$ cat src/rtl/mult_operand_issue_tt_pkg.sv
// Shared types for the taint-tracked multiplier operand front-end: FSM states,
// the queued entry layout and the width of the per-entry taint reduction.
package mult_tt_pkg;

  localparam int OP_W        = 4;
  localparam int TAINT_RED_W = 2 * OP_W + 1;

  typedef enum logic [1:0] {
    IDLE  = 2'd0,
    ISSUE = 2'd1,
    WAIT  = 2'd2
  } state_e;

  typedef struct packed {
    logic [OP_W-1:0] multiplier;
    logic [OP_W-1:0] multiplier_t;
    logic [OP_W-1:0] multiplicand;
    logic [OP_W-1:0] multiplicand_t;
    logic            ent_t;
  } entry_t;

  function automatic logic taint_any(input logic [TAINT_RED_W-1:0] v);
    return |v;
  endfunction

endpackage

$ cat src/rtl/mult_operand_issue_tt_fifo.sv
// Operand-pair FIFO with synchronous reset; in-order, power-of-two depth.
// occ_t ORs the entry taint of every occupied slot, so it is valid only for live entries.
module tt_fifo
  import mult_tt_pkg::*;
#(
  parameter int DEPTH = 4,
  parameter int PTRW  = $clog2(DEPTH)
) (
  input  logic   clk,
  input  logic   rst,
  input  logic   push,
  input  entry_t push_ent,
  input  logic   pop,
  output entry_t head_ent,
  output logic   empty,
  output logic   full,
  output logic   occ_t
);

  entry_t          mem_q [DEPTH];
  logic [PTRW-1:0] wr_ptr_q;
  logic [PTRW-1:0] rd_ptr_q;
  logic [PTRW:0]   count_q;
  logic            do_push;
  logic            do_pop;

  assign empty    = (count_q == '0);
  assign full     = (count_q == (PTRW+1)'(DEPTH));
  assign do_push  = push & ~full;
  assign do_pop   = pop & ~empty;
  assign head_ent = mem_q[rd_ptr_q];

  always_ff @(posedge clk) begin
    if (rst) begin
      wr_ptr_q <= '0;
      rd_ptr_q <= '0;
      count_q  <= '0;
    end else begin
      if (do_push) wr_ptr_q <= wr_ptr_q + PTRW'(1);
      if (do_pop)  rd_ptr_q <= rd_ptr_q + PTRW'(1);
      unique case ({do_push, do_pop})
        2'b10:   count_q <= count_q + (PTRW+1)'(1);
        2'b01:   count_q <= count_q - (PTRW+1)'(1);
        default: count_q <= count_q;
      endcase
    end
  end

  // Storage needs no reset: pointers and count alone define which slots are live.
  always_ff @(posedge clk) begin
    if (do_push) mem_q[wr_ptr_q] <= push_ent;
  end

  always_comb begin
    occ_t = 1'b0;
    for (int k = 0; k < DEPTH; k++) begin
      if ((PTRW+1)'(k) < count_q) occ_t = occ_t | mem_q[rd_ptr_q + PTRW'(k)].ent_t;
    end
  end

endmodule

$ cat src/rtl/mult_operand_issue_tt.sv
// Taint-tracked operand issue stage: queues operand pairs, issues one per start pulse
// and waits for productDone. Build option TAINT_STATE_STICKY_EN keeps state taint until reset.
module mult_operand_issue_tt
  import mult_tt_pkg::*;
#(
  parameter int WIDTH = OP_W,
  parameter int DEPTH = 4
) (
  input  logic             clk,
  input  logic             rst,
  input  logic             in_valid,
  input  logic             in_valid_t,
  input  logic [WIDTH-1:0] in_multiplier,
  input  logic [WIDTH-1:0] in_multiplier_t,
  input  logic [WIDTH-1:0] in_multiplicand,
  input  logic [WIDTH-1:0] in_multiplicand_t,
  output logic             in_ready,
  output logic             in_ready_t,
  output logic             start,
  output logic             start_t,
  output logic [WIDTH-1:0] multiplier,
  output logic [WIDTH-1:0] multiplier_t,
  output logic [WIDTH-1:0] multiplicand,
  output logic [WIDTH-1:0] multiplicand_t,
  input  logic             productDone,
  input  logic             productDone_t,
  output logic             busy,
  output logic             busy_t
);

  localparam int PTRW = $clog2(DEPTH);

  entry_t           in_ent;
  entry_t           head_ent;
  logic             push;
  logic             pop;
  logic             fifo_empty;
  logic             fifo_full;
  logic             occ_t;
  state_e           state_q;
  logic             st_t_q;
  logic             st_issue_d;
  logic             st_done_d;
  logic             start_q;
  logic             start_t_q;
  logic             busy_q;
  logic [WIDTH-1:0] mplier_q;
  logic [WIDTH-1:0] mplier_t_q;
  logic [WIDTH-1:0] mcand_q;
  logic [WIDTH-1:0] mcand_t_q;

  always_comb begin
    in_ent.multiplier     = in_multiplier;
    in_ent.multiplier_t   = in_multiplier_t;
    in_ent.multiplicand   = in_multiplicand;
    in_ent.multiplicand_t = in_multiplicand_t;
    in_ent.ent_t          = taint_any({in_valid_t, in_multiplier_t, in_multiplicand_t});
  end

  assign in_ready   = ~rst & ~fifo_full;
  assign in_ready_t = ~rst & occ_t;
  assign push       = in_valid & in_ready;
  // The head leaves the FIFO at the end of the start cycle, so a full FIFO stays full during ISSUE.
  assign pop        = (state_q == ISSUE);

  tt_fifo #(
    .DEPTH (DEPTH),
    .PTRW  (PTRW)
  ) u_fifo (
    .clk      (clk),
    .rst      (rst),
    .push     (push),
    .push_ent (in_ent),
    .pop      (pop),
    .head_ent (head_ent),
    .empty    (fifo_empty),
    .full     (fifo_full),
    .occ_t    (occ_t)
  );

`ifdef TAINT_STATE_STICKY_EN
  assign st_issue_d = st_t_q | head_ent.ent_t;
  assign st_done_d  = st_t_q | productDone_t;
`else
  assign st_issue_d = head_ent.ent_t;
  assign st_done_d  = productDone_t;
`endif

  always_ff @(posedge clk) begin
    if (rst) begin
      state_q    <= IDLE;
      st_t_q     <= 1'b0;
      start_q    <= 1'b0;
      start_t_q  <= 1'b0;
      busy_q     <= 1'b0;
      mplier_q   <= '0;
      mplier_t_q <= '0;
      mcand_q    <= '0;
      mcand_t_q  <= '0;
    end else begin
      unique case (state_q)
        IDLE: begin
          if (!fifo_empty) begin
            state_q    <= ISSUE;
            start_q    <= 1'b1;
            start_t_q  <= st_issue_d;
            st_t_q     <= st_issue_d;
            mplier_q   <= head_ent.multiplier;
            mplier_t_q <= head_ent.multiplier_t;
            mcand_q    <= head_ent.multiplicand;
            mcand_t_q  <= head_ent.multiplicand_t;
          end
        end
        ISSUE: begin
          state_q   <= WAIT;
          start_q   <= 1'b0;
          start_t_q <= 1'b0;
          busy_q    <= 1'b1;
        end
        WAIT: begin
          if (productDone) begin
            state_q <= IDLE;
            busy_q  <= 1'b0;
            st_t_q  <= st_done_d;
          end
        end
        default: state_q <= IDLE;
      endcase
    end
  end

  assign start          = start_q;
  assign start_t        = start_t_q;
  assign busy           = busy_q;
  assign busy_t         = st_t_q;
  assign multiplier     = mplier_q;
  assign multiplier_t   = mplier_t_q;
  assign multiplicand   = mcand_q;
  assign multiplicand_t = mcand_t_q;

endmodule

$ cat config.mk
export PLATFORM = sky130hd
export DESIGN_NAME = mult_operand_issue_tt
export DESIGN_NICKNAME = d
export VERILOG_FILES = /design/src/rtl/mult_operand_issue_tt_pkg.sv /design/src/rtl/mult_operand_issue_tt_fifo.sv /design/src/rtl/mult_operand_issue_tt.sv
export SDC_FILE = /design/constraint.sdc
export NUM_CORES = 1
export LEC_CHECK = 0
export BUFFER_PORTS_ARGS = -buffer_cell sky130_fd_sc_hd__buf_2
export CAP_MARGIN = 5
export CORE_MARGIN = 5
export CORE_UTILIZATION = 55
export DETAILED_ROUTE_END_ITERATION = 16
export GPL_TIMING_DRIVEN = 1
export PLACE_DENSITY = 0.81
export SLEW_MARGIN = 40
export SYNTH_ARGS = -nofsm -noshare
export SYNTH_HDL_FRONTEND = slang
export SYNTH_SLANG_ARGS = --single-unit
$ cat constraint.sdc
create_clock -name clk -period 3.4 [get_ports clk]
set_input_delay 0.51 -clock clk [delete_from_list [all_inputs] [get_ports clk]]
set_output_delay 0.51 -clock clk [all_outputs]
set_load 0.005 [all_outputs]
==> impl.org <==
** Synthesis
- Counting flops and latches in the post-synthesis netlist gives 99.
- edfxtp_1 is the most common cell in the netlist.
- Portion of synthesized cell area occupied by the leading cell type :: 0.521
- Syn nets :: 290
- The synthesized netlist occupies a cell area of 3920 sq um.
- YS warnings :: 0
- Of the synthesized area, sequential elements account for 0.679.
- Proportion of synthesized flip-flops having asynchronous set or reset :: 0
- Most used standard cells in the synthesized netlist :: edfxtp_1 (68), nand2_1 (34), dfxtp_1 (31)
- Counting every instance in the synthesized netlist gives 259.
- Averaged over all synthesized cells, the footprint is 15.1 sq um.
- The largest total area in the synthesized netlist belongs to edfxtp_1.
- For this run, the leading register cell type out of synthesis is edfxtp_1.
- The synthesized design contains 68 enable-type register cells.
- Number of distinct library cells after synthesis :: 35
- By area the synthesized netlist is led by edfxtp_1 (52%), dfxtp_1 (16%), mux4_2 (6.9%), mux4_1 (4.0%), nand2_1 (3.3%).

** CTS
- TritonCTS created 9 clock buffers.
- Once the clock tree was built, the resizer swapped 0 gates to a different size.
- CTS saw 99 sinks.
- Clock-pin slew was measured on the worst setup and hold paths at 0.09 ns.
- Once the clock tree was built, the setup fixing pass inserted 0 buffers.
- Quantity of hold-fixing buffers added after cts :: 0
- Largest buffer count on any clock path :: 2
- In this run the clock root is driven by a clkbuf_8.
- Clock latency on the worst-skew pair :: 0.35 ns
- Clock tree from TritonCTS :: yes
- CTS H-Tree Depth :: 3

** Route
- Routed Wire Length :: 6.77 mm
- Post-detailed-route wirelength per cell :: 16.7 um
- The pre-antenna-repair detailed-routing pass consisted of 4 iterations.
- Via/cell ratio :: 5.40
- Initial detailed-routing violation count :: 93
- The final route contains 2192 vias.
- Number of DRC violations after detailed routing :: 0
- Post-detailed-route count of antenna-violating nets :: 0

** Floorplanning
- Core Region :: 6870 sq um
- During I/O placement, the number of pins put on the boundary was 44.
- Height of the die :: 94.4 um
- The die covers 8920 sq um.
- Starting utilization of the core area :: 0.571
- The floorplan has 30 rows.
- The die is 94.4 um wide.

** Final layout
- The number of antenna diodes in the final layout is 0.
- After the last flow step, the layout net total stands at 336.
- In the final layout, the share of cells above drive strength 1 is 0.258.
- Compared with the post-synthesis result, the final layout area differs by 12.3%.
- The filler cells instantiated in the layout total 496.
- Sequential cell area :: 2660 sq um
- Count of non-filler cells in the finished layout :: 406
- Area of the multi-input gates :: 1160 sq um

** STA
- Clock skew on the completed layout was measured at 0.0142 ns.
- The count of final hold-check violations is 0.
- Post-route minimum period :: 2.50 ns
- Number of pins exceeding their max-slew limit in the final report :: 0
- Unrepaired setup endpoints after global routing :: no
- Adding up every negative setup slack in the final design gives 0 ns.
- At the pin with the least slew margin, the transition time is 0.675 ns.
- Max Clock Freq :: 399 MHz
- Setup violations remaining at the end of the flow were counted as 0.
- Final worst-path cycle share :: 0.736
- Worst-case headroom to the max-slew limit :: 0.548

** Setup path
- The signal on the critical path passes through buf_4, mux4_2, a21oi_1, or3_1, o31ai_1, buf_2.
- Counting both buffers and inverters, the worst setup path holds a total of 2.
- Among cell families on the critical path, the largest total delay comes from multiplexers.
- Data on the critical path arrives at its endpoint at 1.99 ns.
- Critical path type :: register to output pin
- The worst setup path is launched from a register.
- The largest single stage delay on the critical path is 0.59 ns.
- Critical Path Sink Type :: output pin
- The largest individual stage delay along the critical path comes from the cell mux4_2.
- Critical-path maximum fanout :: 17
- R2R setup slack :: 1.06 ns
- Worst EP required :: 2.89 ns

** Power
- PD cells :: 558 nW/um^2
- Leakage power of the design :: 1.61 nW
- Worst vdd rail ir drop :: 0.000251 V

** Global routing
- The number of antenna violations at the first check in global routing came to 0.
- Remaining Overflow, GRT :: 0
- For this run, the total global-route usage over all layers was measured as 0.167.
- The first global-routing pass estimated 11.0 mm of wire.
- Maximum number of pins on one net before global-route repair :: 34
- The via count of the first global-routing pass was 2165.

** Place
- Final HPWL DP :: 4.51 mm
- Port Buffer Count :: 43
- Gp weighted congestion :: 0.704
- Placed insts :: 390

** Hold path
- Hold Crit Class :: primary input to register

** Outcome
- Status :: finished clean

** Flow run
- Max Cap Violations :: 0
[power breakdown]
group / leakage, nW / switching [mW] / internal [mW] / total, mW
registers: 0.875 / 0.0438 / 1.36 / 1.41
logic: 0.629 / 0.190 / 0.147 / 0.336
clock network: 0.102 / 0.379 / 0.335 / 0.714
[placed cells by master (no fill, tap or decap), types with 2 or more instances in the layout]
cell type,instances
nand2_1,34
nor2_1,16
xor2_1,4
nor2b_1,2
o21ai_0,4
a21oi_1,23
clkinv_4,2
xnor2_1,2
mux2i_1,2
dfxtp_1,31
or3_1,3
buf_2,43
clkbuf_8,10
ha_1,9
edfxtp_1,68
nand3_1,2
and3_1,2
mux4_2,12
o31ai_1,2
and3_2,2
mux4_1,6
inv_1,6
nor3_1,5
buf_4,4
nand2b_1,2
[logic make-up (layout without fill, tap and decap cells)]
kind of cell               Yosys count  in the layout  synth area share
AOI/OAI and AO/OA                   33             33            0.0482
buffers and inverters               18             69            0.0268
muxes                               20             20             0.114
adders and majority gates            9              9            0.0287
xor gates and xnor gates             6              6            0.0134
and+or+nand+nor                     74             74            0.0897
DFF                                 99             99             0.679
[layer usage]
metal,global-route usage,up-vias,wire [um],part of all wire
li1,-,1061,-,-
met1,0.229,1057,3190,0.47
met2,0.254,65,3070,0.45
met3,0.0518,9,401,0.059
met4,0.0614,0,105,0.016
met5,0,-,0,0
[final timing paths]
kind	from	to	cells after the start
hold reg to reg	multiplier[1]	multiplier[1]	2
setup reg to reg	u_fifo.count_q[0]	u_fifo.count_q[2]	8
hold / removal	in_multiplier[2]	u_fifo.mem_q[3][15]	1
setup / recovery	register	in_ready_t	6
[per-stage QoR]
step / power (mW) / utilization / hold WS, ns / worst slack (ns) / area, sq um
global placement: 1.76 / 0.612 / 0.438 / 1.08 / 4200
floorplan: 1.66 / - / 0.453 / 1.26 / 3920
CTS: 2.48 / 0.641 / 0.347 / 0.859 / 4400
finish: 2.46 / 0.641 / 0.371 / 0.896 / 4400
detailed placement: 1.77 / 0.612 / 0.445 / 1.05 / 4200
global route: 2.59 / 0.641 / 0.339 / 0.744 / 4400
[cell type report]
cell class / count / share of cell area
Multi-Input combinational cell: 142 / 0.263
Tap cell: 96 / 0.0273
Timing Repair Buffer: 47 / 0.0557
Inverter: 6 / 0.00511
Sequential cell: 99 / 0.605
Clock inverter: 4 / 0.00710
Clock buffer: 12 / 0.0378
[sequential cells by signal, indices dropped and copies added (netlist names), named ones only]
signal / cells
busy: 1
u_fifo.count_q: 3
start_t: 1
state_q: 2
u_fifo.mem_q: 68
u_fifo.rd_ptr_q: 2
multiplier: 4
start: 1
multiplier_t: 4
multiplicand_t: 4
u_fifo.wr_ptr_q: 2
busy_t: 1
multiplicand: 4
Power figures use the tool's default switching activity.
